==> src/rtl/uart_word_streamer_if.sv <==
// Control, memory-read and serial-line signals of the UART word streamer.
// The slave modport is the streamer's view; master is the driver's view.
interface uart_word_streamer_if #(
    parameter int ADDR_W = 14
);
    logic              start;
    logic              abort;
    logic [ADDR_W-1:0] base_addr;
    logic [ADDR_W-1:0] num_words;
    logic              rd_en;
    logic [ADDR_W-1:0] rd_address;
    logic [15:0]       rd_data;
    logic              UART_TXD;
    logic              busy;
    logic              done;

    modport master (
        output start, abort, base_addr, num_words, rd_data,
        input  rd_en, rd_address, UART_TXD, busy, done
    );

    modport slave (
        input  start, abort, base_addr, num_words, rd_data,
        output rd_en, rd_address, UART_TXD, busy, done
    );
endinterface

==> src/rtl/uart_word_streamer.sv <==
// Streams 16-bit words from a synchronous memory out of an 8N1 UART line,
// low byte first, with its own bit serializer and sticky abort.
module uart_word_streamer #(
    parameter int CLKS_PER_BIT = 434,
    parameter int ADDR_W       = 14
) (
    input  logic               CLOCK_50,
    input  logic               RESET,
    uart_word_streamer_if.slave bus
);
    localparam int CW = $clog2(CLKS_PER_BIT);
    localparam logic [CW-1:0] CNT_MAX = CW'(CLKS_PER_BIT - 1);

    typedef enum logic [2:0] {
        IDLE,
        FETCH,
        LATCH,
        SEND_LO,
        SEND_HI,
        FINISH
    } state_t;

    state_t            state_q, state_d;
    logic [ADDR_W-1:0] addr_q, addr_d;
    logic [ADDR_W-1:0] rem_q, rem_d;
    logic [15:0]       word_q, word_d;
    logic [CW-1:0]     cnt_q, cnt_d;
    logic [3:0]        bit_q, bit_d;
    logic              abort_q, abort_d;
    logic              txd_q, txd_d;
    logic              busy_q, busy_d;
    logic              done_q, done_d;
    logic              rd_en_q, rd_en_d;
    logic [ADDR_W-1:0] rd_addr_q, rd_addr_d;
    logic [7:0]        cur_byte;

    // Line level for frame position i: start, 8 data bits LSB first, stop.
    function automatic logic frame_bit(input logic [7:0] b, input logic [3:0] i);
        logic [3:0] j;
        j = i - 4'd1;
        if (i == 4'd0)
            return 1'b0;
        else if (i >= 4'd9)
            return 1'b1;
        else
            return b[j[2:0]];
    endfunction

    assign cur_byte = (state_q == SEND_HI) ? word_q[15:8] : word_q[7:0];

    always_comb begin
        state_d = state_q;
        addr_d  = addr_q;
        rem_d   = rem_q;
        word_d  = word_q;
        cnt_d   = cnt_q;
        bit_d   = bit_q;
        txd_d   = txd_q;
        abort_d = (state_q == IDLE) ? 1'b0 : (abort_q | bus.abort);

        unique case (state_q)
            IDLE: begin
                txd_d = 1'b1;
                if (bus.start) begin
                    addr_d  = bus.base_addr;
                    rem_d   = bus.num_words;
                    abort_d = bus.abort;
                    state_d = (bus.num_words != '0) ? FETCH : FINISH;
                end
            end
            FETCH: begin
                state_d = LATCH;
            end
            LATCH: begin
                word_d  = bus.rd_data;
                addr_d  = addr_q + ADDR_W'(1);
                rem_d   = rem_q - ADDR_W'(1);
                cnt_d   = '0;
                bit_d   = '0;
                txd_d   = 1'b0;
                state_d = SEND_LO;
            end
            SEND_LO, SEND_HI: begin
                if (cnt_q != CNT_MAX) begin
                    cnt_d = cnt_q + CW'(1);
                end else begin
                    cnt_d = '0;
                    if (bit_q != 4'd9) begin
                        bit_d = bit_q + 4'd1;
                        txd_d = frame_bit(cur_byte, bit_q + 4'd1);
                    end else begin
                        bit_d = '0;
                        // High byte always follows so a word is never split.
                        if (state_q == SEND_LO) begin
                            txd_d   = 1'b0;
                            state_d = SEND_HI;
                        end else begin
                            txd_d   = 1'b1;
                            state_d = (rem_q == '0 || abort_d) ? FINISH : FETCH;
                        end
                    end
                end
            end
            FINISH: begin
                state_d = IDLE;
            end
            default: begin
                state_d = IDLE;
                txd_d   = 1'b1;
            end
        endcase

        busy_d    = (state_d != IDLE);
        done_d    = (state_d == FINISH);
        rd_en_d   = (state_d == FETCH);
        rd_addr_d = rd_en_d ? addr_d : rd_addr_q;
    end

    always_ff @(posedge CLOCK_50 or posedge RESET) begin
        if (RESET) begin
            state_q   <= IDLE;
            addr_q    <= '0;
            rem_q     <= '0;
            word_q    <= '0;
            cnt_q     <= '0;
            bit_q     <= '0;
            abort_q   <= 1'b0;
            txd_q     <= 1'b1;
            busy_q    <= 1'b0;
            done_q    <= 1'b0;
            rd_en_q   <= 1'b0;
            rd_addr_q <= '0;
        end else begin
            state_q   <= state_d;
            addr_q    <= addr_d;
            rem_q     <= rem_d;
            word_q    <= word_d;
            cnt_q     <= cnt_d;
            bit_q     <= bit_d;
            abort_q   <= abort_d;
            txd_q     <= txd_d;
            busy_q    <= busy_d;
            done_q    <= done_d;
            rd_en_q   <= rd_en_d;
            rd_addr_q <= rd_addr_d;
        end
    end

    assign bus.UART_TXD   = txd_q;
    assign bus.busy       = busy_q;
    assign bus.done       = done_q;
    assign bus.rd_en      = rd_en_q;
    assign bus.rd_address = rd_addr_q;
endmodule

==> src/flat_wrapper.sv <==
// flat-port wrapper written by rule: the top's interface ports become plain ports
module uart_word_streamer_flat 
#(
    parameter int CLKS_PER_BIT = 434,
    parameter int ADDR_W       = 14
)
  (CLOCK_50, RESET, bus_start, bus_abort, bus_base_addr, bus_num_words, bus_rd_data, bus_rd_en, bus_rd_address, bus_UART_TXD, bus_busy, bus_done);
  uart_word_streamer_if #(.ADDR_W(ADDR_W)) bus_i ();
  input  logic CLOCK_50;
  input  logic RESET;
  input wire logic [$bits(bus_i.start)-1:0] bus_start;
  input wire logic [$bits(bus_i.abort)-1:0] bus_abort;
  input wire logic [$bits(bus_i.base_addr)-1:0] bus_base_addr;
  input wire logic [$bits(bus_i.num_words)-1:0] bus_num_words;
  input wire logic [$bits(bus_i.rd_data)-1:0] bus_rd_data;
  output wire logic [$bits(bus_i.rd_en)-1:0] bus_rd_en;
  output wire logic [$bits(bus_i.rd_address)-1:0] bus_rd_address;
  output wire logic [$bits(bus_i.UART_TXD)-1:0] bus_UART_TXD;
  output wire logic [$bits(bus_i.busy)-1:0] bus_busy;
  output wire logic [$bits(bus_i.done)-1:0] bus_done;
  assign bus_i.start = bus_start;
  assign bus_i.abort = bus_abort;
  assign bus_i.base_addr = bus_base_addr;
  assign bus_i.num_words = bus_num_words;
  assign bus_i.rd_data = bus_rd_data;
  assign bus_rd_en = bus_i.rd_en;
  assign bus_rd_address = bus_i.rd_address;
  assign bus_UART_TXD = bus_i.UART_TXD;
  assign bus_busy = bus_i.busy;
  assign bus_done = bus_i.done;
  uart_word_streamer #(.CLKS_PER_BIT(CLKS_PER_BIT), .ADDR_W(ADDR_W)) u_core (.CLOCK_50(CLOCK_50), .RESET(RESET), .bus(bus_i));
endmodule
==> config.mk <==
export PLATFORM = sky130hd
export DESIGN_NAME = uart_word_streamer_flat
export DESIGN_NICKNAME = d
export VERILOG_FILES = /design/src/rtl/uart_word_streamer_if.sv /design/src/rtl/uart_word_streamer.sv /design/src/flat_wrapper.sv
export SDC_FILE = /design/constraint.sdc
export NUM_CORES = 1
export LEC_CHECK = 0
export BUFFER_PORTS_ARGS = -buffer_cell sky130_fd_sc_hd__buf_2
export CAP_MARGIN = 30
export CORE_UTILIZATION = 30
export CTS_CLUSTER_SIZE = 25
export DETAILED_ROUTE_END_ITERATION = 12
export PLACE_DENSITY = 0.51
export RECOVER_POWER = 50
export SLEW_MARGIN = 20
export SYNTH_ARGS = -nofsm -noshare
export SYNTH_HDL_FRONTEND = slang
export SYNTH_SLANG_ARGS = --single-unit
==> constraint.sdc <==
create_clock -name CLOCK_50 -period 4.39 [get_ports CLOCK_50]
set_input_delay 0.878 -clock CLOCK_50 [delete_from_list [all_inputs] [get_ports CLOCK_50]]
set_output_delay 0.878 -clock CLOCK_50 [all_outputs]
set_load 0.01 [all_outputs]
==> results.py, run 1 <==
metrics = {
    "grt": {
        "grt_max_degree": 52,
        "track_usage_pct": 15.7,
        "grt_pass1_wl_um": 19700,
        "grt-ovfl-total": 0,
        "grt_pass1_vias": 3771,
        "antenna_found_initial": 0,
    },
    "min_path": {
        "worstHoldStart": "u_core.word_q[11]",
        "min_to": "u_core.word_q[11]",
        "hold_path_class": "flip-flop to flip-flop",
        "whs_path_depth": 2,
    },
    "setup_path": {
        "worst_path_max_delay_cell": "clkbuf_1",
        "crit_family": "buffers and inverters",
        "reg2reg_to": "u_core.bus.rd_address[12]",
        "critPathMaxFanout": 28,
        "rr_startpoint": "u_core.state_q[2]",
        "critPathKind": "input port to flip-flop",
        "cp-end-kind": "flip-flop",
        "crit_buf_inv": 3,
        "cp.depth": 7,
        "critPathMaxStageDelay_ps": 790,
        "path_cells": "clkbuf_1 -> nor4b_2 -> buf_4 -> a21oi_1 -> nor3_4 -> buf_6 -> mux2_2",
        "required_ps": 4620,
        "rrSetupSlack_ps": 1450,
        "start_kind": "input port",
        "r2r_cells": 5,
        "cp.arrival_ps": 3380,
    },
    "floorplan": {
        "start_util_pct": 31.3,
        "io_pins": 66,
        "fp-row-count": 44,
        "die_area_mm2": 0.0159,
        "chipWidth_um": 126,
        "die_h_um": 126,
        "core_region_area_mm2": 0.0148,
    },
    "synth": {
        "synthAdderAreaFrac_pct": 2.17,
        "ys_seq_area_share_pct": 42.8,
        "muxShareOfSynthArea_pct": 6.80,
        "syn-instance-count": 497,
        "async_flop_share_pct": 100,
        "synth_xor_area_share_pct": 1.71,
        "synth-compound-area-share_pct": 16.1,
        "synth_top_family_by_area": "simple AND/OR/NAND/NOR gates",
        "synth_cell_types": 70,
        "syn_area_per_cell_um2": 9.30,
        "ys_seq_elements": 79,
        "ys.flop_type": "dfrtp_1",
        "synth_area_mm2": 0.00462,
        "synth_edf_count": 0,
        "syn_nets": 553,
        "ys_warn_count": 0,
        "synth-simple-area-share_pct": 25.7,
    },
    "layout": {
        "syn2layout_area_growth_pct": 16.4,
        "nets": 609,
        "regArea_mm2": 0.00198,
        "drive_gt1_share_pct": 21.0,
        "diodes": 0,
        "final_util_pct": 36.4,
        "multi_input_area_mm2": 0.00244,
        "fillerInstances": 1536,
    },
    "pwr": {
        "vdd_drop_max_mv": 0.225,
        "power_density_mw_per_mm2": 392,
        "p_leak_nw": 2.29,
    },
    "detailed_routing": {
        "wl_um": 11800,
        "first_pass_iters": 5,
        "postRouteAntennaNets": 0,
        "drc": 0,
        "routedWlPerCell_um": 15.9,
        "drt_iter0_markers": 280,
        "vias_per_cell": 5.44,
        "num_vias": 4032,
    },
    "sta": {
        "hold_viol": 0,
        "setup_viol": 0,
        "grt_setup_unrepaired": "false",
        "fin_skew_ps": 5.18,
        "worst_slew_pin_slew_ps": 1770,
        "slew_viol_final": 63,
        "final.setup.tns_ps": 0,
        "finalCriticalPeriod_ps": 3150,
        "period_share_pct": 71.8,
        "relSlewSlack_pct": -17.9,
        "fmax_ghz": 0.317,
        "fin_ws_ps": 1240,
    },
    "outcome": {
        "outcome": "complete, but fails checks",
        "violations": "max-capacitance violations, max-slew violations",
    },
    "clock_tree": {
        "cts_tree": "yes",
        "cts_setup_buffers": 0,
        "clkTransAtPathRegs_ps": 60,
        "clk_latency_ps": 350,
        "htreeDepth": 3,
        "ctsRootBufferMaster": "clkbuf_16",
        "clk_path_buf_depth": 2,
        "hold_buffers": 0,
        "cts.sinks": 79,
        "numCtsBuffers": 9,
        "cts_resized": 0,
    },
    "place": {
        "port_buffers": 65,
        "dp_slack_ps": 1090,
        "hpwlAfterDp_um": 8300,
        "finalWeightedCongestion": 0.845,
    },
    "flow_run": {
        "cap_violations": 2,
    },
}
==> where the power goes <==
group	internal, W	switching, W	leakage (nW)	total (W)
registers	0.000845	0.000134	0.944	0.000980
logic	0.000185	0.000179	1.20	0.000364
clock network	0.000467	0.000297	0.145	0.000765
total	0.00150	0.000610	2.29	0.00211
==> registers in the layout (all words and copies together), names as in the netlist <==
name                   cells
u_core.bus.UART_TXD        1
u_core.abort_q             1
u_core.bus.rd_address     14
u_core.bus.rd_en           1
u_core.bus.done            1
u_core.rem_q              14
u_core.cnt_q               9
u_core.bus.busy            1
u_core.addr_q             14
u_core.state_q             3
u_core.bit_q               4
u_core.word_q             16
==> layer usage <==
| layer | wire (um) | global-route usage [%] |
|---|---|---|
| met1 | 5750 | 22.8 |
| met4 | 150 | 4.61 |
| met2 | 5190 | 23.0 |
| met3 | 667 | 3.91 |
| met5 | 0 | 0 |
==> layout make-up <==
cell class	instances	share of cell area, %
Inverter	16	1.14
Tap cell	184	4.28
Clock buffer	12	4.77
Multi-Input combinational cell	374	45.3
Timing Repair Buffer	73	6.91
Sequential cell	79	36.8
Clock inverter	3	0.791
==> stage by stage <==
| step | cells | total power, W | hold slack, ps | instance area (um^2) |
|---|---|---|---|---|
| 4_1_cts | 739 | 0.00214 | 480 | 5380 |
| 3_5_place_dp | 724 | 0.00136 | 465 | 5080 |
| 3_3_place_gp | 724 | 0.00135 | 462 | 5080 |
| 6_report | 741 | 0.00211 | 470 | 5380 |
| 5_1_grt | 741 | 0.00224 | 496 | 5380 |
| 2_1_floorplan | 497 | 0.00123 | 438 | 4620 |
==> Yosys cell counts (5+ instances only) <==
library cell,n,area [um^2]
nor3_1,16,80.1
mux2_4,9,135
a31oi_1,5,31.3
nand3_1,13,65.1
clkbuf_1,10,37.5
dfrtp_1,78,1950
inv_1,16,60.1
buf_2,12,60.1
mux2i_1,10,100
xor2_1,5,43.8
nand4_1,10,62.6
a211oi_1,8,60.1
a21oi_1,31,155
ha_1,8,100
o21ai_0,31,155
mux2_2,7,78.8
nor2_1,43,161
nand2b_1,5,31.3
nand3b_1,7,52.6
nand2_1,74,278
o22ai_1,7,43.8
==> cell usage in the layout (no fill, tap or decap), types with 5 or more instances in the layout <==
cell,synthesis,routed
nand2_1,74,74
clkbuf_16,0,9
mux2_4,9,9
xor2_1,5,5
nor2_1,43,43
o22ai_1,7,7
mux2_2,7,7
buf_2,12,57
a211oi_1,8,8
mux2i_1,10,10
inv_1,16,15
nand2b_1,5,5
a31oi_1,5,5
clkbuf_1,10,11
buf_4,3,5
ha_1,8,8
nand3b_1,7,7
nand3_1,13,13
nor3_1,16,16
nand4_1,10,10
o21ai_0,31,31
dfrtp_1,78,78
a21oi_1,31,31
==> logic make-up after synthesis <==
group | Yosys count
AOI/OAI and AO/OA | 115
xor gates and xnor gates | 9
adders and majority gates | 8
buffers and inverters | 44
DFF | 79
muxes | 26
and+or+nand+nor | 216
==> worst min-delay path, delay by kind of cell, from the launching register on <==
family,cells,cell delay [ps]
simple gates,2,100
flops,1,340
==> how the worst max path moves through the flow <==
stage / startpoint / endpoint / slack (ps)
after floorplan: RESET / u_core.abort_q / 1490
after global placement: bus_start / u_core.bus.rd_address[12] / 1170
after detailed placement: bus_start / u_core.bus.rd_address[12] / 1090
after CTS: u_core.state_q[2] / u_core.bus.rd_address[12] / 1210
after global routing: bus_start / u_core.bus.rd_address[12] / 990
final: bus_start / u_core.bus.rd_address[12] / 1240
Power figures use the tool's default switching activity.
==> inputs of run 2 (changes only) <==
==> constraint.sdc (replaced) <==
create_clock -name CLOCK_50 -period 3.2 [get_ports CLOCK_50]
set_input_delay 0.64 -clock CLOCK_50 [delete_from_list [all_inputs] [get_ports CLOCK_50]]
set_output_delay 0.64 -clock CLOCK_50 [all_outputs]
set_load 0.01 [all_outputs]
==> run 2 against run 1 <==
- the flow still finishes with violations (max-capacitance violations, max-slew violations)
- count of clock-buffer cells in the layout is the same
- worst setup slack lost 730 ps
- global-route usage grew 0.35 points
- combinational power grew 41%
- sequential power grew 36%
- via count shrank 0.87%
- critical path depth is the same
- clock power grew 41%
- highest routed layer unchanged
==> results.py, run 2 (synthesized netlist as in run 1, its figures left out) <==
metrics = {
    "setup_path": {
        "start_kind": "flip-flop",
        "cp.arrival_ps": 2930,
        "required_ps": 3430,
        "cpMostUsedCell": "nor3_4",
        "r2r_cells": 7,
        "reg2reg_to": "u_core.bus.rd_address[10]",
        "critPathMaxStageDelay_ps": 830,
        "path_cells": "inv_1 -> ha_1 -> nand4b_1 -> nor3_4 -> a31oi_2 -> nor3_4 -> mux2_2",
        "rrSetupSlack_ps": 510,
        "critPathMaxFanout": 15,
        "rr_startpoint": "u_core.cnt_q[1]",
        "critPathKind": "flip-flop to flip-flop",
        "worst_path_max_delay_cell": "nor3_4",
        "cp-end-kind": "flip-flop",
    },
    "detailed_routing": {
        "wl_um": 11900,
        "vias_per_cell": 5.35,
        "wl_met1_um": 5920,
        "drt_iter0_markers": 360,
        "top_layer_used": "met4",
        "postRouteAntennaNets": 0,
        "first_pass_iters": 5,
        "wl_met3_um": 559,
        "num_vias": 3997,
        "drc": 0,
        "met2_length_um": 5270,
        "routedWlPerCell_um": 15.9,
    },
    "sta": {
        "grt_setup_unrepaired": "false",
        "fmax_ghz": 0.371,
        "hold_viol": 0,
        "setup_viol": 0,
        "worst_slew_pin_slew_ps": 1570,
        "fin_skew_ps": 8.61,
        "hold_ws_ps": 476,
        "relSlewSlack_pct": -4.93,
        "period_share_pct": 84.2,
        "slew_viol_final": 58,
        "finalCriticalPeriod_ps": 2690,
        "fin_ws_ps": 507,
        "final.setup.tns_ps": 0,
    },
    "pwr": {
        "comb_power_share_pct": 17.6,
        "power_density_mw_per_mm2": 539,
        "p_leak_nw": 2.32,
        "p_seq_share_pct": 45.5,
        "intPower_w": 0.00207,
        "vdd_drop_max_mv": 0.264,
        "p_sw_w": 0.000854,
        "clkPwrFrac_pct": 36.9,
        "swShare_pct": 29.3,
    },
    "floorplan": {
        "die_area_mm2": 0.0159,
        "core_region_area_mm2": 0.0148,
        "chipWidth_um": 126,
        "start_util_pct": 31.3,
        "fp-row-count": 44,
        "die_h_um": 126,
        "io_pins": 66,
    },
    "clock_tree": {
        "numCtsBuffers": 9,
        "cts_setup_buffers": 0,
        "clk_path_buf_depth": 2,
        "cts.sinks": 79,
        "clk_latency_ps": 350,
        "htreeDepth": 3,
        "clkTransAtPathRegs_ps": 60,
        "hold_buffers": 0,
        "cts_tree": "yes",
        "cts_resized": 0,
        "ctsRootBufferMaster": "clkbuf_16",
    },
    "grt": {
        "antenna_found_initial": 0,
        "grt_pass1_wl_um": 20100,
        "grt-ovfl-total": 0,
        "grt_pass1_vias": 3950,
        "grt_max_degree": 32,
        "track_usage_pct": 16.1,
    },
    "layout": {
        "largest_register_ffs": 16,
        "final_cell_mix": "dfrtp_1, nand2_1, buf_2",
        "fillerInstances": 1529,
        "top_register": "u_core.word_q",
        "regArea_mm2": 0.00198,
        "drive_gt1_share_pct": 21.8,
        "layout_commonest_cell": "dfrtp_1",
        "multi_input_area_mm2": 0.00244,
        "syn2layout_area_growth_pct": 17.3,
        "nets": 614,
        "diodes": 0,
    },
    "place": {
        "port_buffers": 65,
        "hpwlAfterDp_um": 8470,
        "dp_slack_ps": 488,
        "finalWeightedCongestion": 0.822,
    },
    "min_path": {
        "min_to": "u_core.word_q[14]",
        "whs_path_depth": 2,
        "hold_path_class": "flip-flop to flip-flop",
        "worstHoldStart": "u_core.word_q[14]",
    },
    "flow_run": {
        "cap_violations": 2,
    },
    "outcome": {
        "violations": "max-capacitance violations, max-slew violations",
        "outcome": "complete, but fails checks",
    },
}
run 2: stage by stage:
| stage | utilization, % | cell area (um^2) | power (W) | cells |
|---|---|---|---|---|
| detailed placement | 34.8 | 5130 | 0.00187 | 731 |
| finish | 36.7 | 5420 | 0.00292 | 747 |
| global route | 36.7 | 5420 | 0.00310 | 747 |
| floorplan | - | 4620 | 0.00169 | 497 |
| global placement | 34.8 | 5130 | 0.00185 | 731 |
| CTS | 36.9 | 5440 | 0.00295 | 747 |
run 2: how the worst max path moves through the flow:
stage	cells after the start	endpoint	startpoint
after detailed placement	5	u_core.bus.rd_address[12]	bus_start
after global placement	5	u_core.bus.rd_address[12]	bus_start
after CTS	7	u_core.bus.rd_address[8]	u_core.cnt_q[1]
final	7	u_core.bus.rd_address[10]	u_core.cnt_q[1]
after global routing	3	u_core.cnt_q[0]	RESET
after floorplan	1	u_core.abort_q	RESET
run 2: power by group through the flow:
stage          sequential (W)  combinational, W  clock [W]
6_report              0.00133          0.000514    0.00108
5_1_grt               0.00136          0.000595    0.00114
4_1_cts               0.00133          0.000526    0.00110
3_5_place_dp          0.00135          0.000522          0
3_3_place_gp          0.00134          0.000514          0
2_1_floorplan         0.00132          0.000370          0
run 2: cell type report:
| cell class | instances | area share [%] |
|---|---|---|
| tap | 184 | 4.25 |
| multi-input combinational | 374 | 44.9 |
| inverter | 16 | 1.13 |
| clock buffer | 12 | 4.73 |
| sequential | 79 | 36.5 |
| timing repair buffer | 78 | 7.48 |
| clock inverter | 4 | 0.992 |
run 2: routing by layer:
metal | global-route usage [%] | vias to the layer above
met5 | 0 | -
met3 | 4.33 | 11
li1 | - | 1932
met2 | 24.2 | 100
met4 | 4.54 | 0
met1 | 22.6 | 1954
run 2: critical path, delay by kind of cell (launching register included):
kind,cells,cell delay [ps]
AND/OR/NAND/NOR,3,1350
adder cells (fa/ha/maj),1,160
buffers and inverters,1,80
flip-flops,1,400
AO/OA/AOI/OAI,1,170
multiplexers,1,410
==> inputs of run 3 (changes only) <==
--- a/config.mk
+++ b/config.mk
@@ -5,12 +5,13 @@
 export SDC_FILE = /design/constraint.sdc
 export NUM_CORES = 1
 export LEC_CHECK = 0
+export ABC_AREA = 1
 export BUFFER_PORTS_ARGS = -buffer_cell sky130_fd_sc_hd__buf_2
 export CAP_MARGIN = 30
 export CORE_UTILIZATION = 30
 export CTS_CLUSTER_SIZE = 25
 export DETAILED_ROUTE_END_ITERATION = 12
-export PLACE_DENSITY = 0.51
+export PLACE_DENSITY = 0.53
 export RECOVER_POWER = 50
 export SLEW_MARGIN = 20
 export SYNTH_ARGS = -nofsm -noshare
==> constraint.sdc (replaced) <==
create_clock -name CLOCK_50 -period 2.2 [get_ports CLOCK_50]
set_input_delay 0.44 -clock CLOCK_50 [delete_from_list [all_inputs] [get_ports CLOCK_50]]
set_output_delay 0.44 -clock CLOCK_50 [all_outputs]
set_load 0.01 [all_outputs]
==> run 3 against run 2 <==
- the run still ends with max-capacitance violations, max-slew violations left
- via count up 1.7%
- power rose by 10%
- critical path type unchanged
- final cell count grew 13%
- largest power group is now clock
- clock power is 43% higher
- global-route usage fell by 0.11 points
- highest routed layer unchanged
- worst setup slack worse by 430 ps
- first-iteration DRC count decreased by 5.3%
- largest cell class unchanged
==> results.py, run 3 <==
metrics = {
    "grt": {
        "track_usage_pct": 16.0,
        "antenna_found_initial": 0,
        "grt-ovfl-total": 0,
        "grt_pass1_wl_um": 18600,
        "grt_max_degree": 80,
        "grt_pass1_vias": 3831,
    },
    "sta": {
        "hold_ws_ps": 289,
        "setup_viol": 0,
        "period_share_pct": 96.3,
        "relSlewSlack_pct": -18.8,
        "worst_slew_pin_slew_ps": 1780,
        "fin_ws_ps": 81.4,
        "hold_viol": 0,
        "fmax_ghz": 0.472,
        "grt_setup_unrepaired": "true",
        "slew_viol_final": 80,
        "finalCriticalPeriod_ps": 2120,
        "fin_skew_ps": 11.2,
        "final.setup.tns_ps": 0,
    },
    "setup_path": {
        "start_kind": "flip-flop",
        "required_ps": 2440,
        "cp.arrival_ps": 2360,
        "critPathMaxFanout": 8,
        "crit_family": "simple AND/OR/NAND/NOR gates",
        "critPathKind": "flip-flop to flip-flop",
        "r2r_cells": 11,
        "cp-end-kind": "flip-flop",
        "worst_path_max_delay_cell": "dfrtp_1",
        "crit_buf_inv": 3,
        "cp.depth": 11,
        "cpMostUsedCell": "buf_6",
        "critPathMaxStageDelay_ps": 390,
        "path_cells": "inv_2 -> ha_4 -> nand4_1 -> nor3_4 -> nand2_2 -> buf_6 -> o21ai_4 -> nand2_8 -> buf_6 -> o21ai_1 -> nand2_1",
    },
    "flow_run": {
        "cap_violations": 1,
    },
    "detailed_routing": {
        "wl_um": 11400,
        "first_pass_iters": 5,
        "drc": 0,
        "num_vias": 4065,
        "routedWlPerCell_um": 13.6,
        "vias_per_cell": 4.83,
        "postRouteAntennaNets": 0,
        "drt_iter0_markers": 341,
    },
    "pwr": {
        "swShare_pct": 23.3,
        "intPower_w": 0.00247,
        "fin_total_pwr_w": 0.00322,
        "clkPwrFrac_pct": 47.7,
        "p_seq_share_pct": 46.7,
        "power_density_mw_per_mm2": 587,
        "comb_power_share_pct": 5.6,
        "p_leak_nw": 2.82,
        "p_sw_w": 0.000749,
        "vdd_drop_max_mv": 0.373,
    },
    "synth": {
        "syn_area_per_cell_um2": 7.69,
        "synthTopCellsByArea": "dfrtp_1, nand2_1, inv_1",
        "synth_most_common_cell": "nand2_1",
        "synth_edf_count": 0,
        "ys_warn_count": 0,
        "synth_top_cell_by_area": "dfrtp_1",
        "async_flop_share_pct": 100,
        "synth_cell_types": 40,
        "synth_common_cells": "nand2_1, dfrtp_1, inv_1, o21ai_0",
        "syn_nets": 625,
        "ys_seq_elements": 79,
        "ys.flop_type": "dfrtp_1",
        "syn-instance-count": 569,
        "synth_area_mm2": 0.00437,
        "synth_top_cell_area_share_pct": 44.6,
        "ys_seq_area_share_pct": 45.2,
    },
    "clock_tree": {
        "clk_path_buf_depth": 2,
        "numCtsBuffers": 9,
        "cts.sinks": 79,
        "clkTransAtPathRegs_ps": 60,
        "ctsRootBufferMaster": "clkbuf_16",
        "cts_tree": "yes",
        "clk_latency_ps": 350,
        "htreeDepth": 3,
    },
    "outcome": {
        "violations": "max-capacitance violations, max-slew violations",
        "outcome": "complete, but fails checks",
    },
    "layout": {
        "largest_register_ffs": 16,
        "nets": 713,
        "layout_commonest_cell": "nand2_1",
        "drive_gt1_share_pct": 21.1,
        "syn2layout_area_growth_pct": 25.3,
        "final_cell_mix": "nand2_1, dfrtp_1, inv_1",
        "diodes": 0,
        "top_register": "u_core.word_q",
    },
    "floorplan": {
        "die_h_um": 123,
        "chipWidth_um": 123,
        "fp-row-count": 43,
        "start_util_pct": 31.2,
        "die_area_mm2": 0.0151,
        "io_pins": 66,
        "core_region_area_mm2": 0.0140,
    },
    "place": {
        "hpwlAfterDp_um": 8090,
        "dp_slack_ps": -69.5,
        "finalWeightedCongestion": 0.861,
        "port_buffers": 65,
    },
    "min_path": {
        "whs_path_depth": 3,
        "hold_path_class": "input port to flip-flop",
    },
}
## run 3: power groups by stage
stage          sequential, W  clock (W)  combinational (W)
3_3_place_gp         0.00153          0           0.000184
6_report             0.00150    0.00154           0.000179
2_1_floorplan        0.00153          0           0.000101
3_5_place_dp         0.00153          0           0.000186
4_1_cts              0.00150    0.00158           0.000187
5_1_grt              0.00151    0.00164           0.000206
## run 3: cell type report
| cell class | instances | area, um^2 |
|---|---|---|
| Clock buffer | 10 | 239 |
| Multi-Input combinational cell | 395 | 2100 |
| Sequential cell | 79 | 1980 |
| Clock inverter | 6 | 68.8 |
| Timing Repair Buffer | 92 | 557 |
| Inverter | 80 | 310 |
| Fill cell | 1424 | 8560 |
| Tap cell | 180 | 225 |
## run 3: final timing paths
kind                                   start                        to  slack (ps)
hold reg to reg            u_core.word_q[13]         u_core.word_q[13]         470
setup / recovery             u_core.cnt_q[1]  u_core.bus.rd_address[5]          80
max in group asynchronous              RESET          u_core.addr_q[9]         370
min in group asynchronous              RESET          u_core.rem_q[12]         760
setup reg to reg             u_core.cnt_q[1]  u_core.bus.rd_address[5]          80
hold / removal               bus_rd_data[13]         u_core.word_q[13]         290
## run 3: cell families after synthesis
kind of cell | after synthesis | synth area share (%)
AND/OR/NAND/NOR | 257 | 26.1
AO/OA/AOI/OAI | 116 | 15.2
buffers and inverters | 97 | 8.72
flip-flops | 79 | 45.2
XOR/XNOR | 11 | 2.20
adder cells (fa/ha/maj) | 8 | 2.29
multiplexers | 1 | 0.229
## run 3: layer usage
layer  global-route usage [%]  share of wire [%]  vias up
met5                        0                  0        -
met4                     6.33                1.9        0
met3                     3.21                4.6       17
met2                     24.5                 45      106
met1                     22.0                 49     1904
li1                         -                  -     2038
## run 3: tightest hold or removal path, stage by stage
cell and delay (ps):
buf_2 70, nand2_1 40, nand2_1 50
## run 3: what timing repair did
action	in CTS	in global routing
buffers inserted	0	8
resized for setup	2	21
hold buffers	0	0
endpoints found under the setup margin	14	18
gates cloned	1	1
pin swaps	1	11
## run 3: metrics by stage
stage / utilization (%) / instances / cell area (um^2)
after floorplan: - / 569 / 4380
after global placement: 35.8 / 816 / 5030
after detailed placement: 35.8 / 816 / 5030
after CTS: 38.1 / 833 / 5350
after global routing: 39.0 / 842 / 5480
final: 39.0 / 842 / 5480
